## src/rtl/udc_cfg_sequencer.sv

```systemverilog
// udc_cfg_sequencer: host-side controller for the up/down cycle counter.
// Accepts one run command, writes PLR/ULR/LLR/CCR over the counter's
// chip-select/read/write bus, optionally reads them back and compares,
// pulses start, waits for end-of-count / range error / timeout, and returns
// a status response. Every output is a flop, so the bus strobes are glitch-free
// and the asynchronous reset takes them to their idle level immediately.
//
// Handshakes: a transfer happens on a rising clk edge where valid and ready are
// both high. cmd_ready is high only in IDLE. rsp_valid is held, together with a
// stable rsp_status/rsp_cycles, until the edge where rsp_ready is also high.
module udc_cfg_sequencer #(
  parameter int TIMEOUT = 4096,
  parameter int TW      = 16
) (
  input  logic          clk,
  input  logic          reset,
  input  logic          cmd_valid,
  output logic          cmd_ready,
  input  logic [7:0]    cmd_plr,
  input  logic [7:0]    cmd_ulr,
  input  logic [7:0]    cmd_llr,
  input  logic [7:0]    cmd_ccr,
  input  logic          cmd_verify,
  output logic          rsp_valid,
  input  logic          rsp_ready,
  output logic [1:0]    rsp_status,
  output logic [TW-1:0] rsp_cycles,
  output logic          ncs,
  output logic          nrd,
  output logic          nwr,
  output logic          a0,
  output logic          a1,
  output logic [7:0]    bus_wdata,
  output logic          bus_oe,
  input  logic [7:0]    bus_rdata,
  output logic          start,
  input  logic          ec,
  input  logic          err,
  output logic          busy
);

  typedef enum logic [2:0] {
    S_IDLE, S_WR, S_TURN, S_RD, S_CHK, S_START, S_WAIT, S_RSP
  } state_t;

  localparam logic [1:0]    ST_OK      = 2'b00;
  localparam logic [1:0]    ST_RANGE   = 2'b01;
  localparam logic [1:0]    ST_VERIFY  = 2'b10;
  localparam logic [1:0]    ST_TIMEOUT = 2'b11;
  localparam logic [TW-1:0] TIMEOUT_C  = TW'(TIMEOUT);

  // control / data state
  state_t          state_q, state_d;
  logic [1:0]      idx_q, idx_d;
  logic [3:0][7:0] cfg_q, cfg_d;     // [0]=PLR [1]=ULR [2]=LLR [3]=CCR
  logic            verify_q, verify_d;
  logic            mism_q, mism_d;
  logic [TW-1:0]   wcnt_q, wcnt_d;
  logic [TW-1:0]   wcnt_inc;
  logic [1:0]      status_q, status_d;
  logic [TW-1:0]   cycles_q, cycles_d;

  // registered outputs
  logic            ncs_q, ncs_d;
  logic            nrd_q, nrd_d;
  logic            nwr_q, nwr_d;
  logic [1:0]      addr_q, addr_d;
  logic [7:0]      wdata_q, wdata_d;
  logic            oe_q, oe_d;
  logic            start_q, start_d;
  logic            cmd_ready_q, cmd_ready_d;
  logic            rsp_valid_q, rsp_valid_d;
  logic            busy_q, busy_d;

  assign wcnt_inc = wcnt_q + 1'b1;

  // State register: all state and output flops, async reset to IDLE with idle bus
  always_ff @(posedge clk or posedge reset) begin
    if (reset) begin
      state_q     <= S_IDLE;
      idx_q       <= 2'd0;
      cfg_q       <= '0;
      verify_q    <= 1'b0;
      mism_q      <= 1'b0;
      wcnt_q      <= '0;
      status_q    <= ST_OK;
      cycles_q    <= '0;
      ncs_q       <= 1'b1;
      nrd_q       <= 1'b1;
      nwr_q       <= 1'b1;
      addr_q      <= 2'd0;
      wdata_q     <= 8'd0;
      oe_q        <= 1'b0;
      start_q     <= 1'b0;
      cmd_ready_q <= 1'b1;
      rsp_valid_q <= 1'b0;
      busy_q      <= 1'b0;
    end else begin
      state_q     <= state_d;
      idx_q       <= idx_d;
      cfg_q       <= cfg_d;
      verify_q    <= verify_d;
      mism_q      <= mism_d;
      wcnt_q      <= wcnt_d;
      status_q    <= status_d;
      cycles_q    <= cycles_d;
      ncs_q       <= ncs_d;
      nrd_q       <= nrd_d;
      nwr_q       <= nwr_d;
      addr_q      <= addr_d;
      wdata_q     <= wdata_d;
      oe_q        <= oe_d;
      start_q     <= start_d;
      cmd_ready_q <= cmd_ready_d;
      rsp_valid_q <= rsp_valid_d;
      busy_q      <= busy_d;
    end
  end

  // Next-state: sequencing, command capture, readback compare, wait counter, status
  always_comb begin
    state_d  = state_q;
    idx_d    = idx_q;
    cfg_d    = cfg_q;
    verify_d = verify_q;
    mism_d   = mism_q;
    wcnt_d   = wcnt_q;
    status_d = status_q;
    cycles_d = cycles_q;
    case (state_q)
      S_IDLE: begin
        if (cmd_valid && cmd_ready_q) begin
          cfg_d    = {cmd_ccr, cmd_llr, cmd_ulr, cmd_plr};
          verify_d = cmd_verify;
          mism_d   = 1'b0;
          idx_d    = 2'd0;
          state_d  = S_WR;
        end
      end
      S_WR: begin
        idx_d = idx_q + 2'd1;
        if (idx_q == 2'd3) state_d = verify_q ? S_TURN : S_START;
      end
      S_TURN: begin
        idx_d   = 2'd0;
        state_d = S_RD;
      end
      S_RD: begin
        // read data is valid at the edge that ends the read cycle
        if (bus_rdata != cfg_q[idx_q]) mism_d = 1'b1;
        idx_d = idx_q + 2'd1;
        if (idx_q == 2'd3) state_d = S_CHK;
      end
      S_CHK: begin
        if (mism_q) begin
          status_d = ST_VERIFY;
          cycles_d = '0;
          state_d  = S_RSP;
        end else begin
          state_d = S_START;
        end
      end
      S_START: begin
        wcnt_d  = '0;
        state_d = S_WAIT;
      end
      S_WAIT: begin
        wcnt_d = wcnt_inc;
        // counter flags are stale during the first WAIT cycle
        if ((wcnt_q != '0) && err) begin
          status_d = ST_RANGE;
          cycles_d = wcnt_inc;
          state_d  = S_RSP;
        end else if ((wcnt_q != '0) && ec) begin
          status_d = ST_OK;
          cycles_d = wcnt_inc;
          state_d  = S_RSP;
        end else if (wcnt_inc == TIMEOUT_C) begin
          status_d = ST_TIMEOUT;
          cycles_d = wcnt_inc;
          state_d  = S_RSP;
        end
      end
      S_RSP: begin
        if (rsp_ready) state_d = S_IDLE;
      end
      default: state_d = S_IDLE;
    endcase
  end

  // Outputs: decoded from the next state so the flops line up with the state
  always_comb begin
    ncs_d       = 1'b1;
    nrd_d       = 1'b1;
    nwr_d       = 1'b1;
    addr_d      = 2'd0;
    wdata_d     = 8'd0;
    oe_d        = 1'b0;
    start_d     = 1'b0;
    cmd_ready_d = (state_d == S_IDLE);
    rsp_valid_d = (state_d == S_RSP);
    busy_d      = (state_d != S_IDLE);
    case (state_d)
      S_WR: begin
        ncs_d   = 1'b0;
        nwr_d   = 1'b0;
        oe_d    = 1'b1;
        addr_d  = idx_d;
        wdata_d = cfg_d[idx_d];
      end
      S_RD: begin
        ncs_d  = 1'b0;
        nrd_d  = 1'b0;
        addr_d = idx_d;
      end
      S_START: start_d = 1'b1;
      default: ;
    endcase
  end

  assign cmd_ready  = cmd_ready_q;
  assign rsp_valid  = rsp_valid_q;
  assign rsp_status = status_q;
  assign rsp_cycles = cycles_q;
  assign ncs        = ncs_q;
  assign nrd        = nrd_q;
  assign nwr        = nwr_q;
  assign a0         = addr_q[0];
  assign a1         = addr_q[1];
  assign bus_wdata  = wdata_q;
  assign bus_oe     = oe_q;
  assign start      = start_q;
  assign busy       = busy_q;

endmodule

```

## config.mk

```make
export PLATFORM = sky130hd
export DESIGN_NAME = udc_cfg_sequencer
export DESIGN_NICKNAME = d
export VERILOG_FILES = /design/src/rtl/udc_cfg_sequencer.sv
export SDC_FILE = /design/constraint.sdc
export NUM_CORES = 1
export LEC_CHECK = 0
export BUFFER_PORTS_ARGS = -buffer_cell sky130_fd_sc_hd__buf_4
export CAP_MARGIN = 20
export CORE_MARGIN = 1
export CORE_UTILIZATION = 55
export DETAILED_ROUTE_END_ITERATION = 16
export PLACE_DENSITY = 0.85
export SLEW_MARGIN = 20
export SYNTH_ARGS = -nofsm -noshare
export SYNTH_HDL_FRONTEND = slang
export SYNTH_SLANG_ARGS = --single-unit
```

## constraint.sdc

```tcl
create_clock -name clk -period 6.5 [get_ports clk]
set_input_delay 0.325 -clock clk [delete_from_list [all_inputs] [get_ports clk]]
set_output_delay 0.325 -clock clk [all_outputs]
set_load 0.01 [all_outputs]
```

==> metrics.txt <==
synth top area cells=dfrtp_1 46%, mux2_2 9.9%, mux2i_1 6.4%; post-synthesis instance total=~420; ys flop type=dfrtp_1; critical path fanouts, max=19; Layout fillers=628; status=finished clean; Die ar.=8890 µm²; Final Total Pwr=~0.0019 W; routed vias/inst=5.64; WL met1=between 4000 and 5000 µm; diode count=0; slowest CP cell=dfrtp_1; Hold Path Class=input pin to asynchronous set/reset pin; Clock Latency Late Sink=0.37 ns; H-tree level count=3; IO Pins=83; setup TNS=0 ns; Synth top area share=0.465; Core Area=8220 µm²; Seq/Total Area, Yosys=0.487; relative slew slack=0.249; site row count=33; effective utilization at floorplan=0.570; pin count of the biggest net entering global routing=92; hold_buf cts=0; Final Net Count=534; RSZ-0062 raised after global routing=no; Final Hold Fails=0; Critical Path AT=roughly 3.3 ns; Power Dens Cells=between 300 and 400 nW/µm²; TritonCTS Buffers=9; DIE HEIGHT=approximately 94 µm; Yosys top cell by area=dfrtp_1; DRC viols=0; Max Clk Rate=330 MHz; Tmin final=a little over 3 ns; via count=3,352; peak supply drop=0.272 mV; commonest non-fill, non-tap cell in the layout=dfrtp_1; met3 WL=458 µm; multi-input logic area=around 2200 µm²; postcts setup bufs=0; ANT nets after route=0; first-pass GRT wire length=around 17,000 µm; IO buf count=82; total routed wirelength=a little under 10,000 µm; drt first pass iters=4; Final Skew=0.0193 ns; async set-reset flop share out of synthesis=1.00; post-cts resize count=0; Initial DRC Count=~200; commonest non-fill, non-tap cells in the layout=87 x dfrtp_1, 83 x buf_4, 64 x nand2_1; met2 WL=4920 µm; RePlAce Congestion=0.849; Reg2Reg Depth=6; Pleak=between 2 and 3 nW; grt ovf=0; worst path cell trace=nand3b_1 -> a21oi_2 -> nand3_1 -> or4_4 -> and3_1 -> or2_1; highest routed layer=met4; synthesized flop and latch total=91; CP Capture Type=flip-flop; clock sink count=91; Setup Crit Path Kind=flip-flop to flip-flop; Synth Area per Inst=11.2 µm²; CTS max path bufs=2; Clock transition at path regs=0.10 ns; Clk Tree Root Cell=clkbuf_8; ratio of cells with drive above 1 in the final layout=0.354; post-synth cell types=between 50 and 60; Die Width=94.3 µm; YS warnings=0; Slew Viols, Final=0; Final period util=0.467; number of flops mapped to enable cells by yosys=0; Tot GR Track Use=0.246; critical path data required time=6.79 ns; TritonCTS clock tree=built; sequential cell area=2280 µm²; Tightest Pin Transition=between 1 and 1.5 ns; DP HPWL=7010 µm; Avg WL per Cell=16.7 µm; Syn Std Cell Area=~4700 µm²; largest stage delay on the critical path=0.74 ns; final setup violation count=0; antenna violations before repair=0; startpoint types=flip-flop; Max-Cap Viols=0; Area Overhead vs Synth=17.9%; vias in the first global route=between 3,000 and 4,000; syn nets=467
metrics by stage:
| stage | std cells | hold slack [ns] | instance area [µm²] | worst slack, ns | utilization |
|---|---|---|---|---|---|
| after detailed placement | 578 | 0.502 | 5310 | 3.27 | 0.646 |
| after floorplan | 417 | 0.477 | 4680 | 3.82 | - |
| after global placement | 578 | 0.503 | 5310 | 3.38 | 0.646 |
| after global routing | 594 | 0.181 | 5520 | 3.23 | 0.672 |
| after CTS | 594 | 0.185 | 5510 | 3.24 | 0.671 |
| final | 594 | 0.183 | 5520 | 3.47 | 0.672 |
path summary, 6_finish.rpt:
| check | startpoint | end | slack [ns] |
|---|---|---|---|
| max | state_q[2] | ncs | 3.47 |
| min | reset | cfg_q[10] | 0.18 |
| max reg2reg | state_q[2] | ncs | 3.47 |
| min reg2reg | rsp_status[1] | rsp_status[1] | 0.51 |
| max in group asynchronous | reset | rsp_status[1] | 5.80 |
| min in group clk | cmd_verify | verify_q | 0.20 |
flip-flops by register name, summed over array words and instances, names as in the netlist, 2 cells and up:
signal,flops
wcnt_q,16
rsp_status,2
state_q,3
cfg_q,32
idx_q,2
bus_wdata,8
rsp_cycles,16
addr_q,2
cells by family after synthesis:
family,Yosys count,synth area share
DFF,91,0.487
adders and majority gates,3,0.00802
and+or+nand+nor,141,0.158
AOI/OAI and AO/OA,46,0.0657
xor gates and xnor gates,22,0.0411
buffers and inverters,35,0.0382
muxes,79,0.201
power breakdown:
| part | switching, W | leakage [nW] | internal (W) |
|---|---|---|---|
| clock network | 0.000214 | 0.107 | 0.000185 |
| registers | 0.000126 | 1.21 | 0.000681 |
| logic | 0.000389 | 1.31 | 0.000346 |
| total | 0.000730 | 2.63 | 0.00121 |
area by class of cell:
type / count / area share
sequential: 91 / 0.413
multi-input combinational: 291 / 0.406
timing repair buffer: 84 / 0.115
tap: 105 / 0.0238
clock buffer: 9 / 0.0224
clock inverter: 7 / 0.0147
inverter: 7 / 0.00498
metal layers:
| metal | global-route usage | up-vias |
|---|---|---|
| met5 | 0 | - |
| met4 | 0.0949 | 0 |
| met3 | 0.0421 | 8 |
| met2 | 0.399 | 75 |
| met1 | 0.331 | 1668 |
| li1 | - | 1601 |
Yosys cell counts (all sizes together) (3+ instances only):
| library cell | instances |
|---|---|
| a21oi | 3 |
| a31oi | 4 |
| and2 | 3 |
| and3 | 3 |
| buf | 10 |
| clkbuf | 18 |
| dfrtp | 87 |
| dfstp | 4 |
| ha | 3 |
| inv | 7 |
| mux2 | 41 |
| mux2i | 30 |
| mux4 | 8 |
| nand2 | 64 |
| nand3 | 6 |
| nand4 | 6 |
| nor2 | 19 |
| nor2b | 4 |
| nor3 | 15 |
| nor3b | 4 |
| nor4 | 5 |
| o21a | 5 |
| o21ai | 17 |
| o31ai | 3 |
| or2 | 4 |
| xnor2 | 17 |
| xor2 | 5 |
critical path, delay by kind of cell, from the launching register on:
kind            cells  cell delay, ns
flops               1            0.74
simple gates        5            1.88
compound gates      1            0.34
No activity file was read; power rests on OpenSTA's default activity.
